===== config.mk =====
export PLATFORM = sky130hd
export DESIGN_NAME = imm_gen_stage
export DESIGN_NICKNAME = d
export VERILOG_FILES = /design/src/rtl/imm_gen_stage.sv
export SDC_FILE = /design/constraint.sdc
export NUM_CORES = 1
export LEC_CHECK = 0
export ABC_CLOCK_PERIOD_IN_PS = 3800
export CAP_MARGIN = 20
export CORE_MARGIN = 5
export CORE_UTILIZATION = 45
export DETAILED_ROUTE_END_ITERATION = 16
export MAX_ROUTING_LAYER = met4
export PLACE_DENSITY = 0.69
export SYNTH_ARGS = -nofsm -noshare
export SYNTH_HDL_FRONTEND = slang
export SYNTH_SLANG_ARGS = --single-unit

===== constraint.sdc =====
create_clock -name clock -period 3.8 [get_ports clock]
set_input_delay 0.95 -clock clock [delete_from_list [all_inputs] [get_ports clock]]
set_output_delay 0.95 -clock clock [all_outputs]
set_load 0.01 [all_outputs]

===== src/rtl/imm_gen_stage.sv =====
// Immediate-generation stage: decodes an RV32/RV64 or RVC instruction into its
// format and extended immediate, then queues the result in a 2-entry elastic buffer.
module imm_gen_stage #(
  parameter int XLEN      = 32,
  parameter int SUPPORT_C = 1
) (
  input  logic            clock,
  input  logic            reset,
  input  logic            flush,
  input  logic            in_valid,
  output logic            in_ready,
  input  logic [31:0]     in_instr,
  output logic            out_valid,
  input  logic            out_ready,
  output logic [XLEN-1:0] out_imm,
  output logic [2:0]      out_fmt,
  output logic            out_illegal,
  output logic            out_is_c
);

  localparam logic [2:0] FMT_R     = 3'd0;
  localparam logic [2:0] FMT_I     = 3'd1;
  localparam logic [2:0] FMT_S     = 3'd2;
  localparam logic [2:0] FMT_B     = 3'd3;
  localparam logic [2:0] FMT_U     = 3'd4;
  localparam logic [2:0] FMT_J     = 3'd5;
  localparam logic [2:0] FMT_SHAMT = 3'd6;

  localparam logic [6:0] OP_LOAD   = 7'b0000011;
  localparam logic [6:0] OP_IMM    = 7'b0010011;
  localparam logic [6:0] OP_JALR   = 7'b1100111;
  localparam logic [6:0] OP_SYSTEM = 7'b1110011;
  localparam logic [6:0] OP_STORE  = 7'b0100011;
  localparam logic [6:0] OP_BRANCH = 7'b1100011;
  localparam logic [6:0] OP_LUI    = 7'b0110111;
  localparam logic [6:0] OP_AUIPC  = 7'b0010111;
  localparam logic [6:0] OP_JAL    = 7'b1101111;
  localparam logic [6:0] OP_OP     = 7'b0110011;

  // Entry layout: {is_c, illegal, fmt[2:0], imm[XLEN-1:0]}
  localparam int EW = XLEN + 5;

  logic [6:0]        opcode;
  logic [15:0]       ci;
  logic signed [31:0] imm32;
  logic [XLEN-1:0]   dec_imm;
  logic [2:0]        dec_fmt;
  logic              dec_ill;
  logic              dec_is_c;
  logic [EW-1:0]     dec_entry;

  assign opcode = in_instr[6:0];
  assign ci     = in_instr[15:0];

  // Every immediate fits in 32 signed bits, so decode at 32 and widen once.
  always_comb begin
    imm32    = '0;
    dec_fmt  = FMT_R;
    dec_ill  = 1'b0;
    dec_is_c = (in_instr[1:0] != 2'b11);
    if (!dec_is_c) begin
      case (opcode)
        OP_LOAD, OP_JALR, OP_SYSTEM: begin
          dec_fmt = FMT_I;
          imm32   = {{20{in_instr[31]}}, in_instr[31:20]};
        end
        OP_IMM: begin
          if (in_instr[13:12] == 2'b01) begin
            dec_fmt = FMT_SHAMT;
            if (XLEN == 32) begin
              dec_ill = in_instr[25];
              imm32   = {27'b0, in_instr[24:20]};
            end else begin
              imm32   = {26'b0, in_instr[25:20]};
            end
          end else begin
            dec_fmt = FMT_I;
            imm32   = {{20{in_instr[31]}}, in_instr[31:20]};
          end
        end
        OP_STORE: begin
          dec_fmt = FMT_S;
          imm32   = {{20{in_instr[31]}}, in_instr[31:25], in_instr[11:7]};
        end
        OP_BRANCH: begin
          dec_fmt = FMT_B;
          imm32   = {{19{in_instr[31]}}, in_instr[31], in_instr[7],
                     in_instr[30:25], in_instr[11:8], 1'b0};
        end
        OP_LUI, OP_AUIPC: begin
          dec_fmt = FMT_U;
          imm32   = {in_instr[31:12], 12'b0};
        end
        OP_JAL: begin
          dec_fmt = FMT_J;
          imm32   = {{11{in_instr[31]}}, in_instr[31], in_instr[19:12],
                     in_instr[20], in_instr[30:21], 1'b0};
        end
        OP_OP:   dec_fmt = FMT_R;
        default: dec_ill = 1'b1;
      endcase
    end else if (SUPPORT_C != 0) begin
      // Keyed on {quadrant, funct3}
      case ({ci[1:0], ci[15:13]})
        5'b01_000, 5'b01_010: begin
          dec_fmt = FMT_I;
          imm32   = {{26{ci[12]}}, ci[12], ci[6:2]};
        end
        5'b00_010: begin
          dec_fmt = FMT_I;
          imm32   = {25'b0, ci[5], ci[12:10], ci[6], 2'b00};
        end
        5'b00_110: begin
          dec_fmt = FMT_S;
          imm32   = {25'b0, ci[5], ci[12:10], ci[6], 2'b00};
        end
        5'b01_101: begin
          dec_fmt = FMT_J;
          imm32   = {{20{ci[12]}}, ci[12], ci[8], ci[10:9], ci[6], ci[7],
                     ci[2], ci[11], ci[5:3], 1'b0};
        end
        5'b01_110, 5'b01_111: begin
          dec_fmt = FMT_B;
          imm32   = {{23{ci[12]}}, ci[12], ci[6:5], ci[2], ci[11:10], ci[4:3], 1'b0};
        end
        default: dec_ill = 1'b1;
      endcase
    end else begin
      dec_ill = 1'b1;
    end
    if (dec_ill) begin
      imm32   = '0;
      dec_fmt = FMT_R;
    end
  end

  assign dec_imm   = XLEN'(imm32);
  assign dec_entry = {dec_is_c, dec_ill, dec_fmt, dec_imm};

  logic [EW-1:0] slot_q [2];
  logic [EW-1:0] slot_d [2];
  logic [1:0]    count_q, count_d;
  logic          wr_ptr_q, wr_ptr_d;
  logic          rd_ptr_q, rd_ptr_d;
  logic          push, pop;
  logic [EW-1:0] head;

  assign in_ready  = (count_q != 2'd2);
  assign out_valid = (count_q != 2'd0);
  assign push      = in_valid & in_ready;
  assign pop       = out_valid & out_ready;

  always_comb begin
    slot_d   = slot_q;
    count_d  = count_q;
    wr_ptr_d = wr_ptr_q;
    rd_ptr_d = rd_ptr_q;
    if (flush) begin
      count_d  = 2'd0;
      wr_ptr_d = 1'b0;
      rd_ptr_d = 1'b0;
    end else begin
      if (push) begin
        slot_d[wr_ptr_q] = dec_entry;
        wr_ptr_d         = ~wr_ptr_q;
      end
      if (pop) begin
        rd_ptr_d = ~rd_ptr_q;
      end
      count_d = count_q + 2'(push) - 2'(pop);
    end
  end

  always_ff @(posedge clock or posedge reset) begin
    if (reset) begin
      for (int k = 0; k < 2; k++) begin
        slot_q[k] <= '0;
      end
      count_q  <= 2'd0;
      wr_ptr_q <= 1'b0;
      rd_ptr_q <= 1'b0;
    end else begin
      slot_q   <= slot_d;
      count_q  <= count_d;
      wr_ptr_q <= wr_ptr_d;
      rd_ptr_q <= rd_ptr_d;
    end
  end

  // Stale slot contents are masked so an empty stage reads as all-zero.
  assign head        = out_valid ? slot_q[rd_ptr_q] : '0;
  assign out_imm     = head[XLEN-1:0];
  assign out_fmt     = head[XLEN+2:XLEN];
  assign out_illegal = head[XLEN+3];
  assign out_is_c    = head[XLEN+4];

endmodule


Word level (Yosys, flattened, before mapping)
Index checks and enable logic that the tools add are counted.
Cells by class
  add/subtract/negate cells: 2
  order comparisons: 3
  equality and inequality tests: 20
  muxes and demuxes: 26
  bitwise operators: 7
  reduce and logical (&&, ||, !) cells: 13
Operator list (count)
  $pmux W32 S6: 1
  $mux W37: 5
  $pmux W32 S4: 1
  $mux W32: 3
  $bwmux W74: 1
  $demux W37 S1: 1
  $eq A7 B7 Y1 const B: 4
  $eq A5 B4 Y1 const B: 5
  $eq A7 B6 Y1 const B: 3
  $pmux W3 S6: 1
  $eq A7 B5 Y1 const B: 2
  $pmux W3 S4: 1
  $mux W3: 3
  $reduce_or A9 Y1: 1
  $reduce_or A2 Y1: 4
  $eq A7 B2 Y1 const B: 1
  $mux W1: 7
  $reduce_or A7 Y1: 1
  $reduce_bool A2 Y1: 3
  $reduce_or A3 Y1: 2
  $eq A5 B2 Y1 const B: 1
  $eq A5 B3 Y1 const B: 1
  $ge A2 B2 Y1 const B: 2
  $ne A2 B2 Y1 const B: 2
  other kinds (11): 15
Storage, ports and cells
  flip-flop bits (word level): 78
  bits of input ports: 37
  word-level logic and storage cells: 76

Depth between registers and ports, before layout
Gate-level depths: netlist of run 1.
  word-level depth: 6
  gate-level depth with buffers: 9
  gate-level depth less buffers: 8

Worst setup path after synthesis of run 1
No wires, ideal clock.
  path type: input-to-reg
  start point: input port in_instr[2]
  end point: register slot_q[12] (netlist bit)
  library setup time: 0.121 ns
  arrival time: 2.358 ns
  path slack: 1.321 ns
  stages: 9
  buffers on the path: 4
  cells stage by stage: buf_6 > and4b_1 > buf_6 > a211o_4 > a2bb2oi_4 > buf_6 > nor3b_4 > buf_6 > a22o_1
Between the ends
  longest elaborated chain between the ends: 6
  elaborated cells on any way between the ends: 19
  classes of those cells: eq/ne: 10; mux: 6; reduce/logical: 3
RTL lines
  from (decl): RTL line 12  | input logic [31:0] in_instr,
  $eq A7 B6 Y1 (tied with other cells): RTL line 62  | case (opcode)
  $reduce_or A9 Y1 (no source line) (tied with other cells)
  $pmux W1 S2 / $pmux W32 S6 (equally long branches): RTL line 62
  $mux W1 / $mux W32 (equally long branches): RTL line 61  | if (!dec_is_c) begin
  $mux W32 (*): RTL line 131  | if (dec_ill) begin
  $bwmux W74 (*): RTL line 164  | slot_d[wr_ptr_q] = dec_entry;
  to (signal assigned): RTL line 183  | slot_q <= slot_d;
  to (decl): RTL line 140  | logic [EW-1:0] slot_q [2];
Mark *: on every way between the ends. The rest lies on a longest branch, timed or not.
A chain may end at the register's enable or synchronous reset.

Final worst setup path of run 1
  start point: register rd_ptr_q
  end point: output port out_fmt[1]
Between the ends
  longest elaborated chain between the ends: 5
RTL lines
  from (decl): RTL line 144  | logic rd_ptr_q, rd_ptr_d;
  from (signal assigned): RTL line 186  | rd_ptr_q <= rd_ptr_d;
  $not A1 Y2 (not written as such): RTL line 191  | assign head = out_valid ? slot_q[rd_ptr_q] : '0;
  $mux W37 (not written as such) (3 in a row): RTL line 191
  $mux W37: RTL line 191
  to (decl): RTL line 16  | output logic [2:0] out_fmt,
Every way passes these cells. The select of a mux whose other input is x is not followed.

==> impl_metrics.csv, run 1 <==
group,metric,value,unit
run_status,status,"complete, no violations",
worst_setup_path,cp_cell_sequence,"buf_12 -> mux2i_1 -> nor2_1 -> clkdlybuf4s50_1",
yosys,yosysSeqAreaShare,42.6,%
cts,cts_buffers,9,
drt,routed-via-count,3919,
worst_setup_path,crit_path_top_delay_cell,"dfrtp_2",
drt,remaining_drc_errors,0,
yosys,synth_cells,465,
worst_setup_path,max_stage_delay,0.77,ns
cts,post_cts_buffers,0,
yosys,synth.net_count,504,
worst_setup_path,cp.arrival,2.23,ns
cts,cts_resized,0,
drt,ant_nets,0,
drt,drt_iter0_markers,334,
pwr,pwr-share-clk,24.6,%
min_path,hold_start,"slot_q[42]$_DFFE_PP0P_",
final_layout,fin_util,58.0,%
worst_setup_path,reg2reg_to,"slot_q[57]$_DFFE_PP0P_",
grt,grt_max_degree,41,
cts,cts.clk_slew.worst_paths,0.09,ns
final_layout,finalNetCount,572,
pwr,p_seq_share,40.8,%
yosys,async_flop_share,100,%
timing,hold_violations,0,
yosys,synthDistinctLibCells,63,
final_layout,fin_area,0.00572,mm2
final_layout,area_growth,25.0,%
timing,skew,0.0177,ns
cts,cts_hold_buf,0,
timing,fin_tns_setup,0,ns
run,drv_cap,0,
place,placed_area,0.00550,mm2
worst_setup_path,worst_r2r_path_depth,5,
drt,drt_first_pass_iters,5,
yosys,synthFlopType,"dfrtp_1",
pwr,p_per_area,496,mW/mm2
pwr,vdd_drop_max,0.206,mV
floorplanning,start_util,46.4,%
floorplanning,dieArea,0.0123,mm2
timing,fmax,314,MHz
floorplanning,ios,76,
place,port_buffers,75,
grt,grt_pass1_wl,21200,um
timing,drv_slew,0,
floorplanning,rows,36,
cts,h-tree-depth,3,
pwr,p_leak,0.00244,uW
final_layout,drive_gt1_share,11.5,%
cts,cts_buffer_depth,2,
worst_setup_path,r2r_slack,1.51,ns
timing,worst_pin_slew,0.871,ns
worst_setup_path,cp_max_fo,20,
worst_setup_path,critPathCaptureType,"output port",
grt,grt_use_total,21.9,%
pwr,p_int,1900,uW
final_layout,antenna_cells,0,
grt,antenna_found_initial,0,
drt,wirelength,12800,um
yosys,synthTopCellsByCount,"dfrtp_1, nor2_1, a22o_1",
yosys,synth_edf_count,0,
timing,max_slew_margin,41.9,%
timing,min_period,3.18,ns
worst_setup_path,reg2reg_from,"count_q[0]$_DFF_PP0_",
yosys,synth_most_common_cell,"dfrtp_1",
floorplanning,die_w,111,um
timing,rsz0062_at_grt,"false",
cts,cts_tree,"yes",
pwr,p_switching,939,uW
yosys,mappedNetlistArea,0.00458,mm2
yosys,synthTopCellsByArea,"dfrtp_1, mux2i_1, a22o_1",
grt,grt_pass1_vias,3987,
grt,overflow,0,
pwr,pwr-share-comb,34.6,%
cts,worstSkewPairLatency,0.36,ns
floorplanning,die_y,111,um
timing,period_share,83.8,%
yosys,syn_avg_cell_area,9.84,um2
yosys,yosysTopAreaCell,"dfrtp_1",
timing,setup_viol,0,
floorplanning,core,0.00986,mm2
place,gp_congestion,0.968,
cts,numClockSinks,78,
worst_setup_path,cp-start-kind,"flip-flop",
worst_setup_path,critPathRequiredTime,2.85,ns
place,hpwlAfterDp,9340,um
worst_setup_path,cp-startpoint,"rd_ptr_q$_DFFE_PP0P_",
pwr,sw_frac_of_total,33.1,%
worst_setup_path,setup.worst_path.class,"reg2out",
worst_setup_path,crit_end,"out_fmt[1]",
min_path,min_path_type,"reg2reg",
pwr,p_total,2840,uW
drt,vias_per_cell,5.84,
yosys,synth.top_cell.area_share,42.6,%
cts,cts_root_buf,"clkbuf_8",
drt,wl_per_cell,19.0,um
yosys,yosys_warnings,0,
yosys,ys_ff_latch,78,
==> metrics by stage <==
step / hold slack [ns] / worst slack, ns / std cells
6_report: 0.479 / 0.616 / 671
5_1_grt: 0.498 / 0.508 / 671
3_5_place_dp: 0.467 / 0.376 / 655
3_3_place_gp: 0.460 / 0.418 / 655
2_1_floorplan: 0.445 / 0.855 / 465
4_1_cts: 0.483 / 0.579 / 671
==> how the worst min path moves through the flow <==
stage	endpoint	slack (ns)	cells after the start
floorplan	slot_q[72]$_DFFE_PP0P_	0.45	2
global placement	slot_q[35]$_DFFE_PP0P_	0.46	2
detailed placement	slot_q[42]$_DFFE_PP0P_	0.47	2
CTS	slot_q[42]$_DFFE_PP0P_	0.48	2
global route	slot_q[31]$_DFFE_PP0P_	0.50	2
finish	slot_q[42]$_DFFE_PP0P_	0.48	2
==> cell type report <==
cell class | instances | area, um2
well taps | 133 | 166
clock buffers | 11 | 141
fillers | 851 | 4140
clock inverters | 5 | 83.8
repair buffers | 95 | 938
inverters | 7 | 26.3
flip-flops and latches | 78 | 1950
multi-input cells | 342 | 2410
==> routing by layer <==
layer / wire length, um / track usage (%) / up-vias
li1: - / - / 1844
met1: 5870 / 28.7 / 1919
met2: 5970 / 34.1 / 143
met3: 776 / 5.24 / 13
met4: 145 / 5.91 / 0
met5: 0 / - / -
==> power groups by stage <==
stage / Sequential [uW] / Clock [uW] / Combinational (uW)
floorplan: 1100 / 0 / 652
global placement: 1160 / 0 / 966
detailed placement: 1170 / 0 / 986
CTS: 1160 / 705 / 992
global route: 1180 / 750 / 1070
finish: 1160 / 697 / 982
==> registers in the layout, summed over array words and instances, names as in the netlist <==
name / count
count_q: 2
rd_ptr_q: 1
slot_q: 74
wr_ptr_q: 1
==> kinds of logic after synthesis <==
logic type,after synthesis,synth area share [%]
AOI/OAI and AO/OA,139,23.6
xor gates and xnor gates,5,0.957
adders and majority gates,2,0.547
buffers and inverters,45,4.67
DFF,78,42.6
muxes,49,11.0
and+or+nand+nor,147,16.5
==> worst max-delay path, delay by kind of cell (launching register included) <==
kind          cells  cell delay (ns)
flops             1             0.77
buf+inv           2             0.75
mux               1             0.27
simple gates      1             0.06
==> layout by cell type (no fill, tap or decap), types with 4 or more instances in the layout <==
cell type        instances
dfrtp_1                 77
clkdlybuf4s50_1         75
nor2_1                  51
a22o_1                  42
nand2_1                 37
mux2i_1                 37
a21o_1                  23
o21ai_0                 17
buf_4                   17
a21oi_1                 13
mux2_2                  12
nand3_1                 11
clkbuf_8                10
o31ai_1                  9
nand2b_1                 7
inv_1                    6
a221oi_1                 6
nor2b_1                  4
a311oi_1                 4
o211ai_1                 4
(Power assumes the default switching activity.)
==> run 2: changes to the inputs <==
ABC_CLOCK_PERIOD_IN_PS = 2800   (was 3800)
PLACE_DENSITY = 0.72   (was 0.69)
clock period = 2.8 ns   (was 3.8 ns; I/O delays follow)
==> run 2 against run 1 <==
Net effect: cell count is 7.3% higher; hold slack better by 0.00098 ns; sequential share of layout area is 2.1 points lower; critical path depth stayed put; combinational power is 45% higher; worst setup slack worse by 0.51 ns; critical path type unchanged; critical endpoint is now out_is_c; largest power group unchanged; highest routed layer unchanged.
==> impl_metrics.csv, run 2 (synthesis results as in run 1) <==
group,metric,value,unit
run_status,status,"complete, no violations",
timing,worst_pin_slew,0.853,ns
pwr,p_leak,0.00269,uW
final_layout,largest_register,"slot_q",
place,dp_cells,703,
grt,grt_use_total,23.3,%
floorplanning,ios,76,
cts,cts_root_buf,"clkbuf_8",
run,drv_cap,0,
place,port_buffers,75,
worst_setup_path,cp.arrival,2.00,ns
drt,ant_nets,0,
worst_setup_path,path_buf_inv,2,
worst_setup_path,setup.worst_path.class,"reg2out",
drt,vias_per_cell,5.85,
worst_setup_path,cp-start-kind,"flip-flop",
floorplanning,die_w,111,um
timing,period_share,96.3,%
final_layout,largestRegisters,"slot_q: 74 flops, count_q: 2 flops",
timing,setup_viol,0,
final_layout,layout_common_cells,"dfrtp_1, clkdlybuf4s50_1, buf_4",
cts,cts_tree,"yes",
grt,grt_pass1_vias,4311,
drt,drt_first_pass_iters,5,
floorplanning,die_y,111,um
min_path,min_path_type,"reg2reg",
floorplanning,dieArea,0.0123,mm2
pwr,pwr-share-clk,24.0,%
final_layout,fin_util,61.8,%
final_layout,area_growth,33.2,%
worst_setup_path,cp_cell_sequence,"buf_4 -> mux2i_1 -> nor2_1 -> clkdlybuf4s50_1",
final_layout,largest_reg_flops,74,
drt,wl_per_cell,19.1,um
worst_setup_path,critPathRequiredTime,2.10,ns
drt,remaining_drc_errors,0,
pwr,p_switching,1310,uW
drt,wirelength,13800,um
worst_setup_path,crit_family,"buffers and inverters",
cts,h-tree-depth,3,
grt,antenna_found_initial,0,
timing,hold_violations,0,
cts,cts_resized,0,
final_layout,finalNetCount,621,
final_layout,fillCellCount,796,
final_layout,final_common_cell,"dfrtp_1",
timing,drv_slew,0,
grt,grt_max_degree,79,
worst_setup_path,crit_path_top_delay_cell,"dfrtp_2",
cts,cts_buffer_depth,2,
final_layout,antenna_cells,0,
cts,numClockSinks,78,
worst_setup_path,cp_max_fo,10,
drt,drt_iter0_markers,351,
cts,cts_buffers,9,
grt,grt_pass1_wl,22700,um
timing,fmax,371,MHz
timing,rsz0062_at_grt,"false",
floorplanning,rows,36,
place,gp_congestion,0.946,
timing,skew,0.0109,ns
floorplanning,start_util,46.4,%
worst_setup_path,critPathCaptureType,"output port",
final_layout,seq_area,0.00195,mm2
pwr,p_seq_share,39.6,%
pwr,vdd_drop_max,0.273,mV
worst_setup_path,max_stage_delay,0.58,ns
pwr,pwr-share-comb,36.4,%
timing,min_period,2.70,ns
place,hpwlAfterDp,10200,um
grt,overflow,0,
floorplanning,core,0.00986,mm2
final_layout,multiInputGateArea,0.00241,mm2
pwr,p_int,2600,uW
drt,routed-via-count,4210,
pwr,sw_frac_of_total,33.4,%
pwr,p_per_area,641,mW/mm2
worst_setup_path,r2r_slack,0.60,ns
final_layout,drive_gt1_share,19.1,%
cts,worstSkewPairLatency,0.36,ns
final_layout,finalNonFillerCells,720,
cts,cts.clk_slew.worst_paths,0.09,ns
timing,max_slew_margin,43.1,%
## run 2: layout make-up
cell class | instances | share of cell area, %
clock inverters | 7 | 1.58
inverters | 7 | 0.431
repair buffers | 144 | 21.6
flip-flops and latches | 78 | 32.0
clock buffers | 9 | 2.03
well taps | 133 | 2.73
multi-input cells | 342 | 39.6
## run 2: what timing repair did
action | 4_1_cts | 5_1_grt
setup endpoints to repair | 0 | 19
hold buffers | 0 | 0
hold endpoints to repair | 0 | 0
buffers inserted | 0 | 1
## run 2: worst min-delay path, cell delays in order, from the launching register on
cell     delay, ns
dfrtp_1       0.35
nand2_1       0.05
nand2_1       0.05
## run 2: through the flow
stage / power, uW / instance area [um2] / setup TNS, ns / hold WS [ns] / worst slack (ns)
2_1_floorplan: 2380 / 4580 / 0 / 0.445 / 0.105
3_3_place_gp: 2950 / 5850 / -5.91 / 0.459 / -0.185
3_5_place_dp: 2990 / 5860 / -7.65 / 0.462 / -0.212
4_1_cts: 3930 / 6080 / 0 / 0.482 / 0.0774
5_1_grt: 4130 / 6100 / 0 / 0.501 / 0.0113
6_report: 3910 / 6100 / 0 / 0.480 / 0.103
## run 2: power by group through the flow
stage	registers (uW)	clock network (uW)	logic, uW
after floorplan	1500	0	885
after global placement	1550	0	1400
after detailed placement	1560	0	1420
after CTS	1550	948	1430
final	1550	938	1420
after global routing	1580	997	1550
## run 2: path summary, 6_finish.rpt
check	start	end	cells after the start
worst max register to register	count_q[0]$_DFF_PP0_	slot_q[65]$_DFFE_PP0P_	6
worst max-delay path	rd_ptr_q$_DFFE_PP0P_	out_is_c	4
max in group asynchronous	reset	slot_q[3]$_DFFE_PP0P_	3
min in group asynchronous	reset	wr_ptr_q$_DFFE_PP0P_	3
worst min register to register	slot_q[72]$_DFFE_PP0P_	slot_q[72]$_DFFE_PP0P_	2
worst min-delay path	slot_q[72]$_DFFE_PP0P_	slot_q[72]$_DFFE_PP0P_	2
## run 2: layer usage
metal	track usage, %	up-vias	share of wire (%)
li1	-	1947	-
met1	31.3	2089	45
met2	37.4	157	49
met3	3.11	17	4.8
met4	6.24	0	1.4
met5	-	-	0
